### config.mk
export PLATFORM = sky130hd
export DESIGN_NAME = cpu
export DESIGN_NICKNAME = d
export VERILOG_FILES = /design/src/rtl/cpu_pkg.sv /design/src/rtl/cpu_alu.sv /design/src/rtl/cpu.sv
export SDC_FILE = /design/constraint.sdc
export NUM_CORES = 1
export LEC_CHECK = 0
export ABC_CLOCK_PERIOD_IN_PS = 4700
export CAP_MARGIN = 20
export CELL_PAD_IN_SITES_DETAIL_PLACEMENT = 1
export CELL_PAD_IN_SITES_GLOBAL_PLACEMENT = 1
export CORE_UTILIZATION = 32
export CTS_CLUSTER_SIZE = 30
export DETAILED_ROUTE_END_ITERATION = 6
export GPL_TIMING_DRIVEN = 0
export PLACE_DENSITY = 0.7
export RECOVER_POWER = 50
export REMOVE_ABC_BUFFERS = 1
export SLEW_MARGIN = 30
export SYNTH_ARGS = -nofsm -noshare
export SYNTH_HDL_FRONTEND = slang
export SYNTH_SLANG_ARGS = --single-unit
### constraint.sdc
create_clock -name clk -period 4.7 [get_ports clk]
set_input_delay 0.94 -clock clk [delete_from_list [all_inputs] [get_ports clk]]
set_output_delay 0.94 -clock clk [all_outputs]
set_load 0.005 [all_outputs]
### src/rtl/cpu_pkg.sv
// -----------------------------------------------------------------------------
// cpu_pkg
// Shared definitions for the accumulator CPU: field widths, opcode encoding,
// FSM state encoding and a small opcode classification helper.
// -----------------------------------------------------------------------------
package cpu_pkg;

    localparam int WORD = 16;
    localparam int ADDR = 10;

    typedef enum logic [3:0] {
        OP_NOP = 4'h0,
        OP_LDA = 4'h1,
        OP_STA = 4'h2,
        OP_ADD = 4'h3,
        OP_SUB = 4'h4,
        OP_AND = 4'h5,
        OP_OR  = 4'h6,
        OP_XOR = 4'h7,
        OP_NOT = 4'h8,
        OP_JMP = 4'h9,
        OP_JZ  = 4'hA,
        OP_JN  = 4'hB,
        OP_SHL = 4'hC,
        OP_SHR = 4'hD,
        OP_LDI = 4'hE,
        OP_HLT = 4'hF
    } opcode_t;

    typedef enum logic [2:0] {
        S_FETCH,
        S_EXEC,
        S_WSETUP,
        S_WRITE,
        S_HALT
    } state_t;

    // Ops whose EXEC cycle consumes a memory operand (the only ones that honour I).
    function automatic logic is_mem_op(input opcode_t op);
        return op inside {OP_LDA, OP_ADD, OP_SUB, OP_AND, OP_OR, OP_XOR};
    endfunction

endpackage

### src/rtl/cpu_alu.sv
// -----------------------------------------------------------------------------
// cpu_alu
// Combinational accumulator datapath.
//   op     : current opcode (from IR)
//   acc    : accumulator value
//   m      : memory operand (data_in during EXEC)
//   imm    : operand address field A, used as the LDI immediate
//   c_in   : current carry flag
//   result : next accumulator value (acc when the op leaves ACC alone)
//   c_out  : next carry flag (c_in unless ADD/SUB/SHL/SHR)
// -----------------------------------------------------------------------------
module cpu_alu
    import cpu_pkg::*;
(
    input  opcode_t          op,
    input  logic [WORD-1:0]  acc,
    input  logic [WORD-1:0]  m,
    input  logic [ADDR-1:0]  imm,
    input  logic             c_in,
    output logic [WORD-1:0]  result,
    output logic             c_out
);

    // NOTE: every output gets a default before the case so no path leaves it
    // unassigned; a missing default here would infer a latch.
    always_comb begin
        result = acc;
        c_out  = c_in;
        case (op)
            OP_LDA: result = m;
            // 17-bit arithmetic: bit 16 is carry-out for ADD and borrow for SUB.
            OP_ADD: {c_out, result} = {1'b0, acc} + {1'b0, m};
            OP_SUB: {c_out, result} = {1'b0, acc} - {1'b0, m};
            OP_AND: result = acc & m;
            OP_OR:  result = acc | m;
            OP_XOR: result = acc ^ m;
            OP_NOT: result = ~acc;
            OP_SHL: begin
                result = {acc[WORD-2:0], 1'b0};
                c_out  = acc[WORD-1];
            end
            OP_SHR: begin
                result = {1'b0, acc[WORD-1:1]};
                c_out  = acc[0];
            end
            OP_LDI: result = {{(WORD-ADDR){1'b0}}, imm};
            default: ;
        endcase
    end

endmodule

### src/rtl/cpu.sv
// -----------------------------------------------------------------------------
// cpu
// Multi-cycle 16-bit accumulator CPU with a 10-bit address space.
//   clk       : system clock, rising edge
//   rst_pc    : async active-high; clears FSM, PC, IR, EA and the write strobe
//   rst_acc   : async active-high; clears ACC and carry
//   data_in   : memory read data (mem[addr], or mem[mem[addr]] if addr_mode)
//   data_out  : write data, always ACC
//   addr      : memory address
//   wr        : write strobe, registered
//   addr_mode : 1 requests an indirect read through mem[addr]
// Outputs depend only on registered state, never on data_in.
// -----------------------------------------------------------------------------
module cpu
    import cpu_pkg::*;
(
    input  logic             clk,
    input  logic             rst_pc,
    input  logic             rst_acc,
    input  logic [WORD-1:0]  data_in,
    output logic [WORD-1:0]  data_out,
    output logic [ADDR-1:0]  addr,
    output logic             wr,
    output logic             addr_mode
);

    state_t          state;
    logic [ADDR-1:0] pc;
    logic [ADDR-1:0] ea;
    logic [WORD-1:0] ir;
    logic [WORD-1:0] acc;
    logic            c;

    opcode_t         op;
    logic            ind;
    logic [ADDR-1:0] a;
    logic            z;
    logic            n;
    logic            ir_unused;

    logic [WORD-1:0] alu_result;
    logic            alu_c;

    assign op        = opcode_t'(ir[15:12]);
    assign ind       = ir[10];
    assign a         = ir[ADDR-1:0];
    assign ir_unused = ir[11];          // reserved instruction bit, ignored
    assign z         = (acc == '0);
    assign n         = acc[WORD-1];
    assign data_out  = acc;

    cpu_alu u_alu (
        .op     (op),
        .acc    (acc),
        .m      (data_in),
        .imm    (a),
        .c_in   (c),
        .result (alu_result),
        .c_out  (alu_c)
    );

    // Address decode from registered state only.
    always_comb begin
        addr      = pc;
        addr_mode = 1'b0;
        case (state)
            S_FETCH:           addr = pc;
            S_EXEC: begin
                addr      = a;
                addr_mode = is_mem_op(op) & ind;
            end
            S_WSETUP, S_WRITE: addr = ea;
            S_HALT:            addr = pc;
            default:           addr = pc;
        endcase
    end

    // Control FSM. wr is a flop so the strobe is glitch-free and rises only
    // after addr has been stable for the whole WSETUP cycle.
    // NOTE: sequential state uses non-blocking assignments so every register
    // samples pre-edge values regardless of statement order.
    always_ff @(posedge clk or posedge rst_pc) begin
        if (rst_pc) begin
            state <= S_FETCH;
            pc    <= '0;
            ir    <= '0;
            ea    <= '0;
            wr    <= 1'b0;
        end else begin
            wr <= 1'b0;
            case (state)
                S_FETCH: begin
                    ir    <= data_in;
                    pc    <= pc + 10'd1;   // wraps 1023 -> 0
                    state <= S_EXEC;
                end
                S_EXEC: begin
                    state <= S_FETCH;
                    case (op)
                        OP_JMP: pc <= a;
                        OP_JZ:  if (z) pc <= a;
                        OP_JN:  if (n) pc <= a;
                        OP_STA: begin
                            // Indirect STA read the pointer with addr_mode=0.
                            ea    <= ind ? data_in[ADDR-1:0] : a;
                            state <= S_WSETUP;
                        end
                        OP_HLT: state <= S_HALT;
                        default: ;
                    endcase
                end
                S_WSETUP: begin
                    wr    <= 1'b1;
                    state <= S_WRITE;
                end
                S_WRITE:  state <= S_FETCH;
                S_HALT:   state <= S_HALT;
                default:  state <= S_FETCH;
            endcase
        end
    end

    // Accumulator and carry; the ALU passes both through for ops that keep them.
    always_ff @(posedge clk or posedge rst_acc) begin
        if (rst_acc) begin
            acc <= '0;
            c   <= 1'b0;
        end else if (state == S_EXEC) begin
            acc <= alu_result;
            c   <= alu_c;
        end
    end

endmodule

# --- Yosys cells after proc, flatten, opt, wreduce, memory -nomap -nowiden ---
# Cells that the tools add are included.
totals:
  input_bits: 19
  output_inout_bits: 28
  word_cells: 56
  reg_bits: 56
classes:
  n_reduce_logical: 9
  n_mux: 11
  addsub: 3
  n_bitwise: 5
  n_eq_ne: 22
ops:
  columns: ["operator", "count"]
  rows:
  - ["16-bit one-hot mux with 10 select lines", 1]
  - ["10-bit one-hot mux with 2 select lines", 2]
  - ["4-bit == test, second input constant", 8]
  - ["10-bit two-way mux", 3]
  - ["10-bit one-hot mux with 3 select lines", 1]
  - ["16-bit adder", 1]
  - ["16-bit bitwise AND", 1]
  - ["4-bit by 3-bit == test with 1-bit output, second input constant", 4]
  - ["16-bit zero test", 1]
  - ["16-bit NOT", 1]
  - ["16-bit OR", 1]
  - ["16-bit subtractor", 1]
  - ["16-bit bitwise XOR", 1]
  - ["3-bit one-hot mux with 4 select lines", 1]
  - ["10-bit by 1-bit adder with 10-bit output, second input constant", 1]
  - ["10-bit nonzero test", 1]
  - ["4-bit by 2-bit == test with 1-bit output, second input constant", 2]
  - ["3-bit by 2-bit == test with 1-bit output, second input constant", 2]
  - ["3-bit != test, second input constant", 2]
  - ["3-bit one-hot mux with 2 select lines", 1]
  - ["6-bit nonzero test", 1]
  - ["4-bit by 1-bit == test with 1-bit output, second input constant", 1]
  - ["4-bit by 1-bit != test with 1-bit output, second input constant", 1]
  - ["2-bit AND reduction", 2]
  - ["other kinds (8)", 9]

# --- Logic depth before layout (Yosys ltp) ---
# Gate-level depths: netlist (run 1).
logic_depth:
  depth_word: 4
  ltp_mapped: 15

# --- By module ---
# From an unflattened synthesis (run 1), not the netlist that was laid out.
hier_totals:
  hier_cells: 818
  area_unflattened_um2: 6202.2
by_module_without_submodules:
  columns: ["mod", "seq_area_each_um2", "cells_each", "n_inst", "area_each_um2"]
  rows:
  - ["cpu_alu", 0.0, 528, 1, 3448.3]
  - ["cpu", 1401.3, 290, 1, 2753.9]

# --- Least setup slack after synthesis (run 1) ---
# No wires, ideal clock.
synth_path:
  kind: "input -> register"
  from: "input data_in[1]"
  to: "register acc[13] (netlist: data_out[13])"
  t_required_ns: 4.555
  setup_time_ns: 0.145
  arrival_time_ns: 3.383
  stages: 13
  n_path_buf: 1
  setup_slack_ns: 1.172
  path_cell_list: "inv_1 > ha_1 > nand3_1 > o41ai_1 > nand2_1 > xnor2_1 > ha_1 > clkbuf_1 > a21oi_1 > o21ai_0 > o41ai_1 > xor2_1 > o221ai_1"
synth_via:
  elab_chain_cells: 2
  elab_cells_between_ends: 3
  cone_classes: "2 x add/sub; 1 x mux"
synth_lines:
  columns: ["element", "line_no", "rtl"]
  rows:
  - ["from (decl)", "cpu.sv:20", "input logic [WORD-1:0] data_in,"]
  - ["16-bit subtractor / 16-bit adder (equally long branches)", "cpu_alu.sv:33, cpu_alu.sv:32", null]
  - ["16-bit one-hot mux with 10 select lines (*)", "cpu_alu.sv:29", "case (op)"]
  - ["to (signal assigned)", "cpu.sv:129", "acc <= alu_result;"]
  - ["to (decl)", "cpu.sv:31", "logic [WORD-1:0] acc;"]
# Mark *: on every way between the ends. The rest lies on a longest branch, timed or not.
# A chain may end at the register's enable or synchronous reset.

# --- Worst setup path in the final report (run 1) ---
layout_path:
  from: "register state[1]"
  to: "output addr_mode"
layout_via:
  elab_chain_cells: 2
layout_lines:
  columns: ["element", "line_no", "rtl"]
  rows:
  - ["from (decl)", "cpu.sv:27", "state_t state;"]
  - ["from (signal assigned)", "cpu.sv:84", "state <= S_FETCH;"]
  - ["from (signal assigned)", "cpu.sv:95", "state <= S_EXEC;"]
  - ["from (signal assigned)", "cpu.sv:98", "state <= S_FETCH;"]
  - ["3-bit by 1-bit == test with 1-bit output", "cpu.sv:66", "case (state)"]
  - ["1-bit two-way mux", "cpu.sv:66", null]
  - ["to (decl)", "cpu.sv:24", "output logic addr_mode"]
# No other way between the ends.

==> metrics.txt, run 1 <==
# TYPE chip_impl_metric gauge
chip_impl_info{name="outcome",value="complete, but fails checks"} 1
chip_impl_info{name="violations",value="capacitance limit, slew limit"} 1
chip_impl_metric{name="cts_buffers",unit=""} 5
chip_impl_metric{name="synth_async_reset_ratio",unit=""} 1.00
chip_impl_metric{name="htree_levels",unit=""} 2
chip_impl_metric{name="fillerInstances",unit=""} 1905
chip_impl_metric{name="drt_pass1_iterations",unit=""} 5
chip_impl_metric{name="dpl.hpwl",unit="um"} 14200
chip_impl_metric{name="drt_first_iter_violations",unit=""} 322
chip_impl_metric{name="finalMaxSlewViolations",unit=""} 50
chip_impl_info{name="crit_path_cell_trace",value="nor2b_1, nand2b_1, nor4b_1, clkdlybuf4s50_1"} 1
chip_impl_metric{name="fin_nets",unit=""} 752
chip_impl_info{name="min_path_type",value="reg -> reg"} 1
chip_impl_metric{name="ys_seq_elements",unit=""} 55
chip_impl_metric{name="placement.setup.worst_slack",unit="ns"} -0.149
chip_impl_metric{name="globalRouteTotalUtil",unit=""} 0.225
chip_impl_metric{name="critPathArrivalTime",unit="ns"} 3.39
chip_impl_metric{name="die_y",unit="um"} 131
chip_impl_metric{name="layout.cells.non_filler",unit=""} 900
chip_impl_metric{name="floorplan.io_pins",unit=""} 47
chip_impl_metric{name="worst_pin_slew",unit="ns"} 2.52
chip_impl_metric{name="setup_violations",unit=""} 0
chip_impl_metric{name="grt_first_pass_wirelength",unit="um"} 30900
chip_impl_metric{name="drive_gt1_frac",unit=""} 0.0497
chip_impl_metric{name="netlist_area",unit="sq mm"} 0.00534
chip_impl_metric{name="layout_min_cycle_time",unit="ns"} 4.33
chip_impl_metric{name="cts-root-to-sink-buffers",unit=""} 2
chip_impl_metric{name="critPathMaxFanout",unit=""} 20
chip_impl_info{name="yosys-top-cells-area",value="dfrtp_1, ha_1, nand2_1"} 1
chip_impl_metric{name="finalClockSkew",unit="ns"} 0.0120
chip_impl_metric{name="finalWirelength",unit="um"} 18900
chip_impl_metric{name="post-cts-setup-buffer-count",unit=""} 0
chip_impl_info{name="rsz_0062_raised_after_global_routing",value="no"} 1
chip_impl_info{name="cp-start-kind",value="register"} 1
chip_impl_metric{name="synth-warning-count",unit=""} 0
chip_impl_metric{name="fin_crit_share",unit=""} 0.921
chip_impl_metric{name="floorplan.initialDensity",unit=""} 0.332
chip_impl_metric{name="vias_post_dr",unit=""} 5294
chip_impl_info{name="tritoncts",value="built"} 1
chip_impl_metric{name="ir_worst_vdd",unit="V"} 0.000197
chip_impl_metric{name="power.density",unit="mW/mm^2"} 846
chip_impl_metric{name="synthToLayoutAreaGrowth",unit="%"} 13.9
chip_impl_metric{name="slew_headroom",unit=""} -0.691
chip_impl_info{name="worst_path_max_delay_cell",value="nor2b_1"} 1
chip_impl_metric{name="cts_num_sinks",unit=""} 55
chip_impl_metric{name="post-route-worst-setup-slack",unit="ns"} 0.373
chip_impl_metric{name="cap_violations",unit=""} 2
chip_impl_metric{name="seq_power_share",unit=""} 0.256
chip_impl_info{name="clock_tree.root_cell",value="clkbuf_16"} 1
chip_impl_info{name="synth_top_cell_by_area",value="dfrtp_1"} 1
chip_impl_metric{name="fmax",unit="MHz"} 231
chip_impl_metric{name="power.leakage",unit="nW"} 2.58
chip_impl_metric{name="synth_top_area_share",unit=""} 0.258
chip_impl_metric{name="placedCellCount",unit=""} 892
chip_impl_metric{name="rows",unit=""} 46
chip_impl_info{name="endpoint_kind",value="output pin"} 1
chip_impl_metric{name="buffer_ports.inserted",unit=""} 46
chip_impl_metric{name="antenna_found_initial",unit=""} 0
chip_impl_metric{name="critPathRequiredTime",unit="ns"} 3.76
chip_impl_metric{name="core_region_area",unit="sq mm"} 0.0161
chip_impl_metric{name="ant_diodes",unit=""} 0
chip_impl_metric{name="ctsHoldBuffers",unit=""} 0
chip_impl_metric{name="swShare",unit=""} 0.525
chip_impl_info{name="ys_dominant_reg_cell",value="dfrtp_1"} 1
chip_impl_metric{name="power_report.internal_total",unit="mW"} 2.44
chip_impl_metric{name="wl_per_cell",unit="um"} 21.0
chip_impl_metric{name="route.detailed.drc",unit=""} 0
chip_impl_metric{name="clock_power_share",unit=""} 0.079
chip_impl_metric{name="grt_start_max_net_pins",unit=""} 43
chip_impl_metric{name="routed_via_density",unit=""} 5.88
chip_impl_metric{name="grt.overflow.total",unit=""} 0
chip_impl_metric{name="synth_edf_count",unit=""} 0
chip_impl_metric{name="via_count_of_the_first_global_routing_pass",unit=""} 5613
chip_impl_metric{name="post_synth_inst_count",unit=""} 668
chip_impl_metric{name="crit_path_max_incr_delay",unit="ns"} 0.71
chip_impl_metric{name="die_width",unit="um"} 131
chip_impl_metric{name="clock_pin_slew_worst_setup_and_hold_paths",unit="ns"} 0.09
chip_impl_metric{name="finalWeightedCongestion",unit=""} 0.895
chip_impl_metric{name="finalHoldViolations",unit=""} 0
chip_impl_metric{name="synth.lib_cells_used.distinct",unit=""} 71
chip_impl_metric{name="comb_power_share",unit=""} 0.665
chip_impl_metric{name="die-area",unit="sq mm"} 0.0172
chip_impl_metric{name="p_sw",unit="mW"} 2.70
chip_impl_metric{name="antenna_left",unit=""} 0
chip_impl_metric{name="yosysSeqAreaShare",unit=""} 0.258
chip_impl_metric{name="post_synth.cell_area_avg",unit="sq um"} 7.99
chip_impl_info{name="setup.worst_path.class",value="reg -> out"} 1
chip_impl_metric{name="clk-insertion-delay-late",unit="ns"} 0.31
[worst paths after layout]
kind,to,startpoint,cells past startpoint,slack [ns]
max in group asynchronous,ir[14]$_DFFE_PP0P_,rst_pc,3,1.64
min in group asynchronous,wr$_DFF_PP0_,rst_pc,2,1.06
worst min-delay path,ea[9]$_DFFE_PP0P_,ea[9]$_DFFE_PP0P_,2,0.49
worst max-delay path,addr_mode,state[1]$_DFF_PP0_,4,0.37
worst max register to register,data_out[10]$_DFFE_PP0P_,ir[12]$_DFFE_PP0P_,11,0.40
worst min register to register,ea[9]$_DFFE_PP0P_,ea[9]$_DFFE_PP0P_,2,0.49
[cell type report]
cell class | count | area (sq um) | share of cell area
clock inverter | 3 | 27.5 | 0.00453
multi-input combinational | 530 | 3650 | 0.600
sequential | 55 | 1380 | 0.227
timing repair buffer | 47 | 464 | 0.0764
clock buffer | 5 | 125 | 0.0206
tap | 216 | 270 | 0.0445
inverter | 44 | 165 | 0.0272
[repair_timing]
item / 4_1_cts / 5_1_grt
endpoints found under the hold margin: 0 / 0
gates resized for setup: 0 / 1
setup endpoints to repair: 0 / 3
[flip-flops by register name (all words and copies together) (netlist names)]
name / cells
data_out: 16
ea: 10
state: 3
wr: 1
ir: 15
pc: 10
[cell usage after synthesis (16+ instances only)]
| master | number |
|---|---|
| xnor2_1 | 20 |
| buf_2 | 18 |
| clkbuf_1 | 18 |
| mux2i_1 | 19 |
| nand2_1 | 76 |
| o21ai_1 | 19 |
| dfrtp_1 | 55 |
| nor2_1 | 50 |
| inv_1 | 42 |
| a31oi_1 | 16 |
| o21ai_0 | 36 |
| a22oi_1 | 16 |
| ha_1 | 49 |
| a21oi_1 | 39 |
[power by group through the flow]
stage | logic, mW | clock network, mW | registers (mW)
floorplan | 2.28 | 0 | 1.10
global placement | 3.24 | 0 | 1.29
detailed placement | 3.40 | 0 | 1.32
CTS | 3.42 | 0.414 | 1.31
global route | 3.79 | 0.428 | 1.38
finish | 3.42 | 0.407 | 1.31
[layer usage]
metal / routed length (um) / up-vias / GRT usage / part of all wire
li1: - / 2479 / - / -
met1: 8570 / 2629 / 0.288 / 0.45
met2: 8890 / 140 / 0.377 / 0.47
met3: 667 / 46 / 0.0228 / 0.035
met4: 731 / 0 / 0.107 / 0.039
met5: 0 / - / 0 / 0
[critical path, delay by kind of cell (launching register included)]
family                 cells  cell delay (ns)
buffers and inverters      1             0.57
AND/OR/NAND/NOR            3             1.86
flip-flops                 1             0.63
[per-stage QoR]
| stage | utilization | setup TNS (ns) | hold WS, ns | area [sq um] | total power, mW |
|---|---|---|---|---|---|
| 5_1_grt | 0.379 | 0 | 0.537 | 6080 | 5.59 |
| 3_3_place_gp | 0.367 | -0.0272 | 0.468 | 5890 | 4.54 |
| 3_5_place_dp | 0.370 | -0.159 | 0.480 | 5950 | 4.72 |
| 4_1_cts | 0.380 | 0 | 0.497 | 6100 | 5.14 |
| 6_report | 0.379 | 0 | 0.493 | 6080 | 5.14 |
| 2_1_floorplan | - | 0 | 0.450 | 5160 | 3.38 |
[placed cells by master (no fill, tap or decap), types with 9 or more instances in the layout]
cell type / netlist / final
o21ai_0: 36 / 36
mux2_2: 10 / 10
nand3_1: 14 / 14
mux2i_1: 19 / 19
a21oi_1: 39 / 39
nand2b_1: 12 / 12
xnor2_1: 20 / 20
and3_1: 9 / 9
inv_1: 42 / 42
ha_1: 49 / 49
a31oi_1: 16 / 16
o22ai_1: 15 / 15
clkdlybuf4s50_1: 0 / 43
nor2b_1: 11 / 11
dfrtp_1: 55 / 52
a22oi_1: 16 / 16
o21ai_1: 19 / 19
nor2_1: 50 / 50
nand2_1: 76 / 76
[kinds of logic after synthesis]
kind of cell / share of synthesized area
simple gates: 0.182
mux: 0.0652
compound gates: 0.269
buf+inv: 0.0640
fa+ha+maj: 0.119
flops: 0.258
xor+xnor: 0.0427
(Power assumes the default switching activity.)
==> run 2, diff against run 1 <==
--- a/config.mk
+++ b/config.mk
@@ -9,12 +9,12 @@
 export CAP_MARGIN = 20
 export CELL_PAD_IN_SITES_DETAIL_PLACEMENT = 1
 export CELL_PAD_IN_SITES_GLOBAL_PLACEMENT = 1
-export CORE_UTILIZATION = 32
+export CORE_UTILIZATION = 48
 export CTS_CLUSTER_SIZE = 30
 export DETAILED_ROUTE_END_ITERATION = 6
 export GPL_TIMING_DRIVEN = 0
-export PLACE_DENSITY = 0.7
-export RECOVER_POWER = 50
+export PLACE_DENSITY = 0.95
+export RECOVER_POWER = 25
 export REMOVE_ABC_BUFFERS = 1
 export SLEW_MARGIN = 30
 export SYNTH_ARGS = -nofsm -noshare
==> metrics.txt, run 2 (synthesis results as in run 1) <==
# TYPE chip_impl_metric gauge
chip_impl_metric{name="fin_nets",unit=""} 753
chip_impl_metric{name="slew_headroom",unit=""} 0.276
chip_impl_metric{name="drt_first_iter_violations",unit=""} 540
chip_impl_info{name="endpoint_kind",value="output pin"} 1
chip_impl_metric{name="finalClockSkew",unit="ns"} 0.00702
chip_impl_metric{name="worst_pin_slew",unit="ns"} 1.09
chip_impl_info{name="most-common-layout-cells",value="nand2_1, dfrtp_1, nor2_1"} 1
chip_impl_metric{name="fmax",unit="MHz"} 228
chip_impl_info{name="r2r_start",value="ir[12]$_DFFE_PP0P_"} 1
chip_impl_metric{name="design_area",unit="sq mm"} 0.00594
chip_impl_metric{name="via_count_of_the_first_global_routing_pass",unit=""} 5526
chip_impl_info{name="worst_flop_to_flop_path_endpoint",value="data_out[10]$_DFFE_PP0P_"} 1
chip_impl_metric{name="grt.met3_usage",unit=""} 0.0272
chip_impl_metric{name="global_route_met2_utilization",unit=""} 0.566
chip_impl_metric{name="cts_num_sinks",unit=""} 55
chip_impl_metric{name="synthToLayoutAreaGrowth",unit="%"} 11.3
chip_impl_metric{name="power.leakage",unit="nW"} 2.56
chip_impl_metric{name="critPathRequiredTime",unit="ns"} 3.76
chip_impl_metric{name="path_depth_of_the_worst_reg2reg_path",unit=""} 11
chip_impl_metric{name="critPathArrivalTime",unit="ns"} 3.45
chip_impl_metric{name="post_route_hold_slack",unit="ns"} 0.502
chip_impl_metric{name="wl_per_cell",unit="um"} 21.7
chip_impl_metric{name="finalHoldViolations",unit=""} 0
chip_impl_metric{name="rows",unit=""} 38
chip_impl_metric{name="die_y",unit="um"} 107
chip_impl_metric{name="finalMaxSlewViolations",unit=""} 0
chip_impl_metric{name="setup_violations",unit=""} 0
chip_impl_metric{name="drive_gt1_frac",unit=""} 0.0526
chip_impl_metric{name="cap_violations",unit=""} 0
chip_impl_info{name="min_path_type",value="reg -> reg"} 1
chip_impl_metric{name="fin_crit_share",unit=""} 0.934
chip_impl_metric{name="grt.overflow.total",unit=""} 0
chip_impl_info{name="critPathCapture",value="addr_mode"} 1
chip_impl_metric{name="layout.cells.non_filler",unit=""} 825
chip_impl_metric{name="routed_via_density",unit=""} 6.62
chip_impl_metric{name="largest_register_ffs",unit=""} 16
chip_impl_metric{name="post_cts_resize_count",unit=""} 0
chip_impl_metric{name="cts_buffers",unit=""} 5
chip_impl_metric{name="globalRouteMet1Util",unit=""} 0.415
chip_impl_metric{name="grt_first_pass_wirelength",unit="um"} 29100
chip_impl_metric{name="layout_min_cycle_time",unit="ns"} 4.39
chip_impl_metric{name="drt_pass1_iterations",unit=""} 5
chip_impl_info{name="outcome",value="finished, final reports clean"} 1
chip_impl_metric{name="placedCellCount",unit=""} 817
chip_impl_metric{name="finalWeightedCongestion",unit=""} 0.933
chip_impl_metric{name="ant_diodes",unit=""} 0
chip_impl_metric{name="totalPowerFinal",unit="mW"} 5.01
chip_impl_metric{name="floorplan.initialDensity",unit=""} 0.492
chip_impl_info{name="worst_setup_path_startpoint",value="state[1]$_DFF_PP0_"} 1
chip_impl_info{name="setup.worst_path.class",value="reg -> out"} 1
chip_impl_metric{name="dpl.hpwl",unit="um"} 13500
chip_impl_metric{name="core_region_area",unit="sq mm"} 0.0108
chip_impl_metric{name="antenna_left",unit=""} 0
chip_impl_metric{name="grt_start_max_net_pins",unit=""} 43
chip_impl_info{name="rsz_0062_raised_after_global_routing",value="no"} 1
chip_impl_metric{name="ir_worst_vdd",unit="V"} 0.000414
chip_impl_metric{name="globalRouteTotalUtil",unit=""} 0.324
chip_impl_metric{name="vias_post_dr",unit=""} 5461
chip_impl_metric{name="power.density",unit="mW/mm^2"} 844
chip_impl_metric{name="antenna_found_initial",unit=""} 0
chip_impl_metric{name="r2r_slack",unit="ns"} 0.65
chip_impl_metric{name="die-area",unit="sq mm"} 0.0115
chip_impl_metric{name="post-cts-setup-buffer-count",unit=""} 0
chip_impl_metric{name="clock_pin_slew_worst_setup_and_hold_paths",unit="ns"} 0.11
chip_impl_metric{name="cts-root-to-sink-buffers",unit=""} 2
chip_impl_metric{name="clk-insertion-delay-late",unit="ns"} 0.33
chip_impl_metric{name="critPathMaxFanout",unit=""} 20
chip_impl_info{name="clock_tree.root_cell",value="clkbuf_8"} 1
chip_impl_info{name="tritoncts",value="built"} 1
chip_impl_metric{name="post-route-worst-setup-slack",unit="ns"} 0.310
chip_impl_metric{name="placedInstanceArea",unit="sq mm"} 0.00585
chip_impl_metric{name="placement.setup.worst_slack",unit="ns"} -0.290
chip_impl_metric{name="htree_levels",unit=""} 2
chip_impl_metric{name="layout.core_utilization",unit=""} 0.548
chip_impl_metric{name="setup-tns-final",unit="ns"} 0
chip_impl_info{name="busiest_layer",value="met2"} 1
chip_impl_metric{name="route.detailed.drc",unit=""} 0
chip_impl_metric{name="floorplan.io_pins",unit=""} 47
chip_impl_info{name="mostFrequentLayoutCell",value="nand2_1"} 1
chip_impl_info{name="cp-start-kind",value="register"} 1
chip_impl_metric{name="finalWirelength",unit="um"} 17900
chip_impl_metric{name="die_width",unit="um"} 107
chip_impl_metric{name="buffer_ports.inserted",unit=""} 46
chip_impl_metric{name="ctsHoldBuffers",unit=""} 0
==> run 2: power by group <==
group	leakage [nW]	switching (mW)	internal (mW)
clock network	0.0474	0.181	0.121
registers	0.646	0.594	0.719
logic	1.86	1.89	1.51
total	2.56	2.66	2.35
==> run 2: layout make-up <==
class	count	area [sq um]
Timing Repair Buffer	48	469
Sequential cell	55	1380
Inverter	44	165
Fill cell	1323	4900
Clock buffer	6	82.6
Tap cell	140	175
Multi-Input combinational cell	530	3650
Clock inverter	2	16.3
==> run 2: how the worst min path moves through the flow <==
| stage | start | endpoint | slack, ns | cells after the start |
|---|---|---|---|---|
| 3_3_place_gp | ea[4]$_DFFE_PP0P_ | ea[4]$_DFFE_PP0P_ | 0.47 | 2 |
| 3_5_place_dp | ea[5]$_DFFE_PP0P_ | ea[5]$_DFFE_PP0P_ | 0.48 | 2 |
| 2_1_floorplan | ea[8]$_DFFE_PP0P_ | ea[8]$_DFFE_PP0P_ | 0.45 | 2 |
| 5_1_grt | ea[4]$_DFFE_PP0P_ | ea[4]$_DFFE_PP0P_ | 0.53 | 2 |
| 4_1_cts | ea[5]$_DFFE_PP0P_ | ea[5]$_DFFE_PP0P_ | 0.51 | 2 |
| 6_report | ea[6]$_DFFE_PP0P_ | ea[6]$_DFFE_PP0P_ | 0.50 | 2 |
==> run 2: critical path, cell delays in order (launching register included) <==
cell	delay, ns
dfrtp_1	0.65
nor2b_1	0.72
nand2b_1	0.66
nor4b_1	0.50
clkdlybuf4s50_1	0.57
==> run 2: per-layer routing <==
layer / routed length [um] / share of wire / vias up
li1: - / - / 2466
met1: 7570 / 0.42 / 2702
met2: 8900 / 0.50 / 248
met3: 901 / 0.050 / 45
met4: 548 / 0.031 / 0
met5: 0 / 0 / -
